==> src/rtl/fb_port_arbiter_if.sv <==
// Bundle of the frame-buffer arbiter's scan-out, writer, clear and RAM-side signals.
// The slave modport is the arbiter's view; master is the surrounding system's view.
interface fb_port_arbiter_if #(
  parameter int ADDR_W = 19,
  parameter int DATA_W = 4
);
  logic [ADDR_W-1:0] VGA_ADDR;
  logic [DATA_W-1:0] VGA_DATA;

  logic              A_REQ;
  logic [ADDR_W-1:0] A_ADDR;
  logic [DATA_W-1:0] A_DATA;
  logic              A_ACK;

  logic              B_REQ;
  logic [ADDR_W-1:0] B_ADDR;
  logic [DATA_W-1:0] B_DATA;
  logic              B_ACK;

  logic              CLR_START;
  logic [DATA_W-1:0] CLR_COLOR;
  logic              CLR_BUSY;

  logic [ADDR_W-1:0] RAM_ADDR;
  logic [DATA_W-1:0] RAM_WDATA;
  logic              RAM_WE;
  logic [DATA_W-1:0] RAM_RDATA;

  modport slave (
    input  VGA_ADDR,
    output VGA_DATA,
    input  A_REQ, A_ADDR, A_DATA,
    output A_ACK,
    input  B_REQ, B_ADDR, B_DATA,
    output B_ACK,
    input  CLR_START, CLR_COLOR,
    output CLR_BUSY,
    output RAM_ADDR, RAM_WDATA, RAM_WE,
    input  RAM_RDATA
  );

  modport master (
    output VGA_ADDR,
    input  VGA_DATA,
    output A_REQ, A_ADDR, A_DATA,
    input  A_ACK,
    output B_REQ, B_ADDR, B_DATA,
    input  B_ACK,
    output CLR_START, CLR_COLOR,
    input  CLR_BUSY,
    input  RAM_ADDR, RAM_WDATA, RAM_WE,
    output RAM_RDATA
  );
endinterface

==> src/rtl/fb_port_arbiter.sv <==
// Single-port frame-buffer arbiter: VGA scan-out reads first, then the clear
// engine, then writers A/B round-robin; at most one RAM access per cycle.
module fb_port_arbiter #(
  parameter int ADDR_W   = 19,
  parameter int DATA_W   = 4,
  parameter int FB_WORDS = 19200
) (
  input logic                VGA_CLK,
  input logic                RESET,
  fb_port_arbiter_if.slave   bus
);

  typedef enum logic {
    CLR_IDLE,
    CLR_RUN
  } clr_state_t;

  localparam logic [ADDR_W-1:0] FB_LIMIT = ADDR_W'(FB_WORDS);
  localparam logic [ADDR_W-1:0] FB_LAST  = ADDR_W'(FB_WORDS - 1);

  clr_state_t        state, state_nxt;
  logic [ADDR_W-1:0] clr_cnt, clr_cnt_nxt;
  logic [DATA_W-1:0] clr_color;
  logic              clr_load;

  logic [ADDR_W-1:0] prev_addr;
  logic              force_rd;
  logic [1:0]        rd_vld;
  logic [1:0]        rd_oob;
  logic [DATA_W-1:0] vga_data_q;

  // rr_b: 0 = pointer at A (B wins a tie), 1 = pointer at B
  logic              rr_b, rr_b_nxt;

  logic [ADDR_W-1:0] ram_addr_q, ram_addr_nxt;
  logic [DATA_W-1:0] ram_wdata_q, ram_wdata_nxt;
  logic              ram_we_q, ram_we_nxt;

  logic              rd_req;
  logic              vga_in_range;
  logic              rd_issue;
  logic              rd_skip;
  logic              a_ack, b_ack;
  logic [ADDR_W-1:0] wr_addr;
  logic [DATA_W-1:0] wr_data;

  assign rd_req       = (bus.VGA_ADDR != prev_addr) || force_rd;
  assign vga_in_range = bus.VGA_ADDR < FB_LIMIT;
  assign rd_issue     = rd_req && vga_in_range;
  assign rd_skip      = rd_req && !vga_in_range;

  always_comb begin
    state_nxt     = state;
    clr_cnt_nxt   = clr_cnt;
    clr_load      = 1'b0;
    rr_b_nxt      = rr_b;
    a_ack         = 1'b0;
    b_ack         = 1'b0;
    wr_addr       = bus.A_ADDR;
    wr_data       = bus.A_DATA;
    ram_addr_nxt  = ram_addr_q;
    ram_wdata_nxt = ram_wdata_q;
    ram_we_nxt    = 1'b0;

    if (state == CLR_IDLE && bus.CLR_START) begin
      state_nxt   = CLR_RUN;
      clr_cnt_nxt = '0;
      clr_load    = 1'b1;
    end

    if (rd_issue) begin
      ram_addr_nxt = bus.VGA_ADDR;
    end else begin
      case (state)
        CLR_RUN: begin
          ram_addr_nxt  = clr_cnt;
          ram_wdata_nxt = clr_color;
          ram_we_nxt    = 1'b1;
          clr_cnt_nxt   = clr_cnt + ADDR_W'(1);
          if (clr_cnt == FB_LAST) begin
            state_nxt = CLR_IDLE;
          end
        end
        default: begin
          if (bus.A_REQ && bus.B_REQ) begin
            a_ack    = rr_b;
            b_ack    = !rr_b;
            rr_b_nxt = !rr_b;
          end else begin
            a_ack = bus.A_REQ;
            b_ack = bus.B_REQ;
          end
          if (b_ack) begin
            wr_addr = bus.B_ADDR;
            wr_data = bus.B_DATA;
          end
          // An out-of-range write is still acked so the requester can move on.
          if ((a_ack || b_ack) && wr_addr < FB_LIMIT) begin
            ram_addr_nxt  = wr_addr;
            ram_wdata_nxt = wr_data;
            ram_we_nxt    = 1'b1;
          end
        end
      endcase
    end
  end

  always_ff @(posedge VGA_CLK) begin
    if (RESET) begin
      state <= CLR_IDLE;
    end else begin
      state <= state_nxt;
    end
  end

  always_ff @(posedge VGA_CLK) begin
    if (RESET) begin
      clr_cnt     <= '0;
      clr_color   <= '0;
      rr_b        <= 1'b0;
      prev_addr   <= '0;
      force_rd    <= 1'b1;
      rd_vld      <= '0;
      rd_oob      <= '0;
      vga_data_q  <= '0;
      ram_addr_q  <= '0;
      ram_wdata_q <= '0;
      ram_we_q    <= 1'b0;
    end else begin
      clr_cnt     <= clr_cnt_nxt;
      if (clr_load) begin
        clr_color <= bus.CLR_COLOR;
      end
      rr_b        <= rr_b_nxt;
      prev_addr   <= bus.VGA_ADDR;
      force_rd    <= 1'b0;
      // Skipped reads ride the same pipeline so VGA_DATA=0 lands with read latency.
      rd_vld      <= {rd_vld[0], rd_req};
      rd_oob      <= {rd_oob[0], rd_skip};
      if (rd_vld[1]) begin
        vga_data_q <= rd_oob[1] ? '0 : bus.RAM_RDATA;
      end
      ram_addr_q  <= ram_addr_nxt;
      ram_wdata_q <= ram_wdata_nxt;
      ram_we_q    <= ram_we_nxt;
    end
  end

  assign bus.VGA_DATA  = vga_data_q;
  assign bus.A_ACK     = a_ack;
  assign bus.B_ACK     = b_ack;
  assign bus.CLR_BUSY  = (state == CLR_RUN);
  assign bus.RAM_ADDR  = ram_addr_q;
  assign bus.RAM_WDATA = ram_wdata_q;
  assign bus.RAM_WE    = ram_we_q;

endmodule

==> src/flat_wrapper.sv <==
// flat-port wrapper written by rule: the top's interface ports become plain ports
module fb_port_arbiter_flat 
#(
  parameter int ADDR_W   = 19,
  parameter int DATA_W   = 4,
  parameter int FB_WORDS = 19200
)
  (VGA_CLK, RESET, bus_VGA_ADDR, bus_VGA_DATA, bus_A_REQ, bus_A_ADDR, bus_A_DATA, bus_A_ACK, bus_B_REQ, bus_B_ADDR, bus_B_DATA, bus_B_ACK, bus_CLR_START, bus_CLR_COLOR, bus_CLR_BUSY, bus_RAM_ADDR, bus_RAM_WDATA, bus_RAM_WE, bus_RAM_RDATA);
  fb_port_arbiter_if #(.ADDR_W(ADDR_W), .DATA_W(DATA_W)) bus_i ();
  input logic VGA_CLK;
  input logic RESET;
  input wire logic [$bits(bus_i.VGA_ADDR)-1:0] bus_VGA_ADDR;
  output wire logic [$bits(bus_i.VGA_DATA)-1:0] bus_VGA_DATA;
  input wire logic [$bits(bus_i.A_REQ)-1:0] bus_A_REQ;
  input wire logic [$bits(bus_i.A_ADDR)-1:0] bus_A_ADDR;
  input wire logic [$bits(bus_i.A_DATA)-1:0] bus_A_DATA;
  output wire logic [$bits(bus_i.A_ACK)-1:0] bus_A_ACK;
  input wire logic [$bits(bus_i.B_REQ)-1:0] bus_B_REQ;
  input wire logic [$bits(bus_i.B_ADDR)-1:0] bus_B_ADDR;
  input wire logic [$bits(bus_i.B_DATA)-1:0] bus_B_DATA;
  output wire logic [$bits(bus_i.B_ACK)-1:0] bus_B_ACK;
  input wire logic [$bits(bus_i.CLR_START)-1:0] bus_CLR_START;
  input wire logic [$bits(bus_i.CLR_COLOR)-1:0] bus_CLR_COLOR;
  output wire logic [$bits(bus_i.CLR_BUSY)-1:0] bus_CLR_BUSY;
  output wire logic [$bits(bus_i.RAM_ADDR)-1:0] bus_RAM_ADDR;
  output wire logic [$bits(bus_i.RAM_WDATA)-1:0] bus_RAM_WDATA;
  output wire logic [$bits(bus_i.RAM_WE)-1:0] bus_RAM_WE;
  input wire logic [$bits(bus_i.RAM_RDATA)-1:0] bus_RAM_RDATA;
  assign bus_i.VGA_ADDR = bus_VGA_ADDR;
  assign bus_VGA_DATA = bus_i.VGA_DATA;
  assign bus_i.A_REQ = bus_A_REQ;
  assign bus_i.A_ADDR = bus_A_ADDR;
  assign bus_i.A_DATA = bus_A_DATA;
  assign bus_A_ACK = bus_i.A_ACK;
  assign bus_i.B_REQ = bus_B_REQ;
  assign bus_i.B_ADDR = bus_B_ADDR;
  assign bus_i.B_DATA = bus_B_DATA;
  assign bus_B_ACK = bus_i.B_ACK;
  assign bus_i.CLR_START = bus_CLR_START;
  assign bus_i.CLR_COLOR = bus_CLR_COLOR;
  assign bus_CLR_BUSY = bus_i.CLR_BUSY;
  assign bus_RAM_ADDR = bus_i.RAM_ADDR;
  assign bus_RAM_WDATA = bus_i.RAM_WDATA;
  assign bus_RAM_WE = bus_i.RAM_WE;
  assign bus_i.RAM_RDATA = bus_RAM_RDATA;
  fb_port_arbiter #(.ADDR_W(ADDR_W), .DATA_W(DATA_W), .FB_WORDS(FB_WORDS)) u_core (.VGA_CLK(VGA_CLK), .RESET(RESET), .bus(bus_i));
endmodule
==> config.mk <==
export PLATFORM = sky130hd
export DESIGN_NAME = fb_port_arbiter_flat
export DESIGN_NICKNAME = d
export VERILOG_FILES = /design/src/rtl/fb_port_arbiter_if.sv /design/src/rtl/fb_port_arbiter.sv /design/src/flat_wrapper.sv
export SDC_FILE = /design/constraint.sdc
export NUM_CORES = 1
export LEC_CHECK = 0
export ABC_CLOCK_PERIOD_IN_PS = 7300
export CORE_ASPECT_RATIO = 0.5
export CORE_MARGIN = 4
export CORE_UTILIZATION = 52
export DETAILED_ROUTE_END_ITERATION = 8
export PLACE_DENSITY = 0.86
export RECOVER_POWER = 100
export SLEW_MARGIN = 10
export SYNTH_ARGS = -nofsm -noshare
export SYNTH_HDL_FRONTEND = slang
export SYNTH_SLANG_ARGS = --single-unit
==> constraint.sdc <==
create_clock -name VGA_CLK -period 7.3 [get_ports VGA_CLK]
set_clock_uncertainty 0.2 [all_clocks]
set_input_delay 1.46 -clock VGA_CLK [delete_from_list [all_inputs] [get_ports VGA_CLK]]
set_output_delay 1.46 -clock VGA_CLK [all_outputs]
set_load 0.01 [all_outputs]
==> results_dict.tcl, run 1 <==
set metrics [dict create \
    totalWireLength_mm 10.3 \
    routed_via_density 5.66 \
    number_of_drc_violations_after_detailed_routing 0 \
    grt_pass1_wl_mm 16.3 \
    filler_cell_count 515 \
    netlist_top_cells_area "sky130_fd_sc_hd__dfxtp_1 (40%), sky130_fd_sc_hd__mux2i_1 (7.7%), sky130_fd_sc_hd__nor2_1 (5.6%), sky130_fd_sc_hd__nor2b_1 (5.1%), sky130_fd_sc_hd__a211o_1 (4.5%)" \
    async_reset_ff_frac 0 \
    vdd.ir_drop.worst_uv 124 \
    area_of_combinational_cells_with_multiple_inputs_mm2 0.00218 \
    p_leak_nw 2.10 \
    finish.cell_count_without_fillers 635 \
    crit_chain "clkdlybuf4s50_1, xor2_1, nor4_1, nand3_1, o21ai_0, nor3b_1, dlygate4sd3_1" \
    die_w_um 130 \
    dp_hpwl_mm 7.06 \
    synth_cell_types 48 \
    critPathLaunchType "input pin" \
    synthDominantAreaCellType "sky130_fd_sc_hd__dfxtp_1" \
    worstSetupPathType "input pin to primary output" \
    nNetsFinal 617 \
    port_buffers 108 \
    path_max_fanout 4 \
    synth_cells 442 \
    timing.critical_path.arrival_ns 4.01 \
    initial_core_util 0.559 \
    count_of_antenna_violating_nets_left_after_detailed_routing 0 \
    finish.utilization 0.762 \
    timing.final.max_slew_violations 74 \
    register_area_mm2 0.00154 \
    tritoncts "done" \
    htree_levels 3 \
    design.portCount 109 \
    cts_resized 0 \
    cts_buffers 9 \
    grt_max_degree 74 \
    setup_viol 0 \
    avgRoutedWirePerCell_um 16.3 \
    area_growth_pct 36.2 \
    ys_seq_area_frac 0.396 \
    vias 3593 \
    rsz_0062_raised_after_global_routing "no" \
    critPathBufInv 2 \
    final_cell_area_mm2 0.00530 \
    first_drt_iteration_drcs 284 \
    fraction_of_layout_cells_with_a_size_suffix_above_1 0.0884 \
    ys.flop_type "sky130_fd_sc_hd__dfxtp_1" \
    clock_insertion_delay_worst_skew_ns 0.33 \
    buffers_inserted_by_post_cts_timing_repair 0 \
    holdCritPathClass "flop to flop" \
    outcome "finished, violations left" \
    post_synth.cell_area_avg_um2 8.81 \
    drv.max_cap_violation_count 1 \
    gr-usage-all-layers 0.226 \
    worstPathRequired_ns 5.64 \
    fp.dieArea_mm2 0.00902 \
    layout_worst_path_cycle_share 0.777 \
    number_of_enable_flip_flop_cells_after_synthesis 0 \
    place.gp.congestion 0.840 \
    reg2reg_setup_slack_ns 4.19 \
    count_of_warnings_emitted_by_yosys 0 \
    syn-cell-area_mm2 0.00389 \
    power.density_cell_area_mw_per_mm2 203 \
    clk_root_buffer_cell "sky130_fd_sc_hd__clkbuf_16" \
    failed_checks "max-capacitance violations, max-slew violations" \
    grt_pass1_vias 3288 \
    timing.slew.headroom -1.15 \
    globalRoute.totalOverflow 0 \
    core_area_mm2 0.00696 \
    drt_pre_antenna_iters 5 \
    antenna_cells 0 \
    path_delay_family "buffers and inverters" \
    synth_fp_nets 521 \
    worst_path_max_delay_cell "sky130_fd_sc_hd__dlygate4sd3_1" \
    clkSlewWorstSetupHoldPaths_ns 0.06 \
    dp_cells 619 \
    clock-sinks 77 \
    floorplan.die.height_um 69.2 \
    timing.setup.tns_ns 0 \
    worstSetupEndpointType "primary output" \
    worstMarginPinSlew_ns 3.22 \
    fmax_mhz 176 \
    antenna_violations_before_repair 0 \
    dpl_cell_area_mm2 0.00501 \
    cpPeakStageDelay_ns 0.63 \
    postSynthRegisterBits 77 \
    final_period_minus_worst_setup_slack_ns 5.67 \
    cts.hold.buffers_added 0 \
    final_hold_viol_count 0 \
    yosysTopAreaCellShare 0.396 \
    clockBufferDepth 2 \
    number_of_rows_in_the_core_area 21 \
]
## synthesized netlist by cell type, types with 3 or more instances
cell type                  count
sky130_fd_sc_hd__dfxtp_1      77
sky130_fd_sc_hd__a311oi_2     11
sky130_fd_sc_hd__buf_2         7
sky130_fd_sc_hd__nor3b_1       7
sky130_fd_sc_hd__nor4_1        8
sky130_fd_sc_hd__a211o_1      20
sky130_fd_sc_hd__xor2_1       18
sky130_fd_sc_hd__nand3_1       9
sky130_fd_sc_hd__and3_1        5
sky130_fd_sc_hd__buf_1         4
sky130_fd_sc_hd__nor3_1        7
sky130_fd_sc_hd__mux2i_1      30
sky130_fd_sc_hd__clkbuf_1     15
sky130_fd_sc_hd__a311oi_1      4
sky130_fd_sc_hd__nor2b_1      32
sky130_fd_sc_hd__o31ai_1       5
sky130_fd_sc_hd__nand4_1       9
sky130_fd_sc_hd__a21oi_1      15
sky130_fd_sc_hd__nor2_1       58
sky130_fd_sc_hd__or2_2         8
sky130_fd_sc_hd__a211oi_1      3
sky130_fd_sc_hd__nand2_1      41
sky130_fd_sc_hd__a31o_2        6
sky130_fd_sc_hd__inv_1         7
sky130_fd_sc_hd__o21ai_0       5
## cell usage in the layout (no fill, tap or decap), types with 7 or more instances in the layout
cell type,count
sky130_fd_sc_hd__nor3b_1,7
sky130_fd_sc_hd__mux2i_1,30
sky130_fd_sc_hd__clkdlybuf4s50_1,77
sky130_fd_sc_hd__xor2_1,18
sky130_fd_sc_hd__or2_2,8
sky130_fd_sc_hd__nand3_1,9
sky130_fd_sc_hd__nor3_1,7
sky130_fd_sc_hd__nand4_1,9
sky130_fd_sc_hd__nor2b_1,32
sky130_fd_sc_hd__a21oi_1,15
sky130_fd_sc_hd__dfxtp_1,76
sky130_fd_sc_hd__a211o_1,20
sky130_fd_sc_hd__clkbuf_16,9
sky130_fd_sc_hd__inv_1,7
sky130_fd_sc_hd__nand2_1,41
sky130_fd_sc_hd__a311oi_2,7
sky130_fd_sc_hd__nor4_1,8
sky130_fd_sc_hd__a311oi_1,8
sky130_fd_sc_hd__nor2_1,58
sky130_fd_sc_hd__dlygate4sd3_1,30
## layer usage
metal	vias to the layer above	GRT usage	part of all wire
met3	12	0.0592	0.065
met5	-	0	0
met1	1672	0.324	0.47
met4	0	0.0513	0.010
met2	125	0.342	0.46
li1	1784	-	-
## per-stage QoR
| stage | setup slack [ns] | hold WS [ns] | total power [W] |
|---|---|---|---|
| 5_1_grt | 1.47 | 0.262 | 0.00112 |
| 4_1_cts | 1.87 | 0.243 | 0.00108 |
| 3_5_place_dp | 1.89 | 0.229 | 0.000596 |
| 6_report | 1.63 | 0.237 | 0.00107 |
| 2_1_floorplan | 2.55 | 0.214 | 0.000523 |
| 3_3_place_gp | 1.93 | 0.221 | 0.000594 |
## final timing paths
path,from,endpoint,depth (start not counted)
worst max-delay path,bus_VGA_ADDR[10],bus_A_ACK,7
worst min-delay path,u_core.rd_vld[0],u_core.rd_vld[1],1
worst max register to register,u_core.prev_addr[4],u_core.clr_cnt[15],7
worst min register to register,u_core.rd_vld[0],u_core.rd_vld[1],1
## flip-flops by register name, summed over array words and instances (netlist names)
signal and flops:
u_core.rd_oob 2, u_core.bus.RAM_ADDR 19, u_core.force_rd 1, u_core.bus.RAM_WDATA 4, u_core.clr_color 4, u_core.clr_cnt 19, u_core.bus.CLR_BUSY 1, u_core.rr_b 1
u_core.bus.RAM_WE 1, u_core.prev_addr 19, u_core.rd_vld 2, u_core.bus.VGA_DATA 4
## power breakdown
part           switching [W]  internal, W
Sequential        0.00000795     0.000436
Combinational      0.0000640    0.0000787
Clock               0.000176     0.000311
Total               0.000248     0.000826
## layout make-up
type	instances	area share
Multi-Input combinational cell	330	0.410
Sequential cell	77	0.291
Timing Repair Buffer	113	0.209
Clock buffer	10	0.0451
Tap cell	92	0.0217
Clock inverter	6	0.0179
Inverter	7	0.00495
## cell families after synthesis
kind of cell | synth area share
and+or+nand+nor | 0.257
AOI/OAI and AO/OA | 0.181
DFF | 0.396
buffers and inverters | 0.0398
muxes | 0.0829
xor gates and xnor gates | 0.0405
adders and majority gates | 0.00321
(Power assumes the default switching activity.)
==> run 2, diff against run 1 <==
- ABC_CLOCK_PERIOD_IN_PS: 7300 -> 5900
- CORE_UTILIZATION: 52 -> 48
- PLACE_DENSITY: 0.86 -> 0.8
- clock period: 7.3 -> 5.9 ns (I/O delays scaled with it)
==> results_dict.tcl, run 2 (synthesized netlist as in run 1, its figures left out) <==
set metrics [dict create \
    fraction_of_layout_cells_with_a_size_suffix_above_1 0.0921 \
    grt_pass1_wl_mm 16.5 \
    nNetsFinal 617 \
    setup_viol 0 \
    routed_via_density 5.43 \
    clock-sinks 77 \
    die_w_um 135 \
    worstSetupEndpointType "primary output" \
    gr-usage-met3 0.0470 \
    totalWireLength_mm 10.3 \
    layout_worst_path_cycle_share 0.890 \
    floorplan.die.height_um 71.7 \
    drv.max_cap_violation_count 1 \
    dpl_cell_area_mm2 0.00503 \
    layout_common_cells "sky130_fd_sc_hd__dfxtp_1 (76), sky130_fd_sc_hd__clkdlybuf4s50_1 (63), sky130_fd_sc_hd__nor2_1 (58), sky130_fd_sc_hd__dlygate4sd3_1 (44), sky130_fd_sc_hd__nand2_1 (41)" \
    netSwitchingFraction 0.223 \
    path_max_fanout 4 \
    dp_hpwl_mm 7.25 \
    worstPathRequired_ns 4.52 \
    tritoncts "done" \
    power.density_cell_area_mw_per_mm2 252 \
    final_period_minus_worst_setup_slack_ns 5.25 \
    avgRoutedWirePerCell_um 15.8 \
    clkSlewWorstSetupHoldPaths_ns 0.06 \
    finish.cell_count_without_fillers 651 \
    finish.utilization 0.704 \
    fmax_mhz 191 \
    power.clock.fraction 0.463 \
    antenna_violations_before_repair 0 \
    layout_commonest_cell "sky130_fd_sc_hd__dfxtp_1" \
    critPathLaunchType "input pin" \
    cts.hold.buffers_added 0 \
    cts_buffers 9 \
    design.portCount 109 \
    timing.slew.headroom -0.786 \
    clk_root_buffer_cell "sky130_fd_sc_hd__clkbuf_16" \
    fp.dieArea_mm2 0.00970 \
    buffers_inserted_by_post_cts_timing_repair 0 \
    outcome "finished, violations left" \
    power.net_switching_w 0.000300 \
    core_area_mm2 0.00760 \
    number_of_rows_in_the_core_area 22 \
    intPower_w 0.00105 \
    gr-usage-all-layers 0.213 \
    rsz_0062_raised_after_global_routing "no" \
    p_leak_nw 2.11 \
    timing.critical_path.arrival_ns 3.87 \
    vias 3536 \
    final_hold_viol_count 0 \
    number_of_drc_violations_after_detailed_routing 0 \
    clock_insertion_delay_worst_skew_ns 0.33 \
    grt_max_degree 59 \
    global_route.usage.met2 0.323 \
    grt.met1_usage 0.301 \
    count_of_antenna_violating_nets_left_after_detailed_routing 0 \
    htree_levels 3 \
    place.gp.congestion 0.830 \
    vdd.ir_drop.worst_uv 157 \
    final_cell_area_mm2 0.00535 \
    timing.final.max_slew_violations 56 \
    globalRoute.busiestLayer "met2" \
    finalHoldWorstSlack_ns 0.238 \
    clockBufferDepth 2 \
    area_growth_pct 37.4 \
    timing.setup.tns_ns 0 \
    pwr-share-seq 0.407 \
    antenna_cells 0 \
    holdCritPathClass "flop to flop" \
    first_drt_iteration_drcs 426 \
    initial_core_util 0.513 \
    cts_resized 0 \
    drt_pre_antenna_iters 4 \
    port_buffers 108 \
    worstMarginPinSlew_ns 2.68 \
    combinationalPowerShare 0.130 \
    grt_pass1_vias 3343 \
    globalRoute.totalOverflow 0 \
    worstSetupPathType "input pin to primary output" \
    failed_checks "max-capacitance violations, max-slew violations" \
    dp_cells 635 \
]
==> run 2: cell type report <==
class / instances / area [um^2]
Clock buffer: 10 / 229
Clock inverter: 6 / 111
Fill cell: 642 / 2250
Inverter: 7 / 26.3
Multi-Input combinational cell: 330 / 2200
Sequential cell: 77 / 1540
Tap cell: 108 / 135
Timing Repair Buffer: 113 / 1110
==> run 2: power by group through the flow <==
stage               Clock, W  Combinational, W  Sequential [W]
finish              0.000624          0.000175        0.000549
floorplan                  0         0.0000850        0.000562
CTS                 0.000635          0.000180        0.000549
global route        0.000653          0.000191        0.000551
global placement           0          0.000177        0.000560
detailed placement         0          0.000179        0.000560
==> run 2: critical path, cell delays in order <==
cell and delay [ns]:
sky130_fd_sc_hd__dlygate4sd3_1 0.59, sky130_fd_sc_hd__xor2_1 0.16, sky130_fd_sc_hd__nor4_1 0.32, sky130_fd_sc_hd__nand3_1 0.19
sky130_fd_sc_hd__o21ai_0 0.56, sky130_fd_sc_hd__nor3b_1 0.25, sky130_fd_sc_hd__dlygate4sd3_1 0.63
==> run 2: per-stage QoR <==
step	total power [W]	worst slack [ns]
5_1_grt	0.00140	0.507
3_3_place_gp	0.000737	1.08
2_1_floorplan	0.000647	1.71
6_report	0.00135	0.651
4_1_cts	0.00136	1.03
3_5_place_dp	0.000739	1.04
==> run 2: worst paths after layout <==
check / startpoint / slack [ns] / end / cells after the start
min reg2reg: u_core.rd_vld[0] / 0.24 / u_core.rd_vld[1] / 1
max: bus_VGA_ADDR[16] / 0.65 / bus_A_ACK / 7
min: u_core.rd_vld[0] / 0.24 / u_core.rd_vld[1] / 1
max reg2reg: u_core.prev_addr[4] / 2.27 / u_core.bus.RAM_WDATA[3] / 7
==> run 2: layer usage <==
layer	vias up	share of wire
li1	1774	-
met1	1661	0.48
met2	97	0.45
met3	4	0.066
met4	0	0.0057
met5	-	0
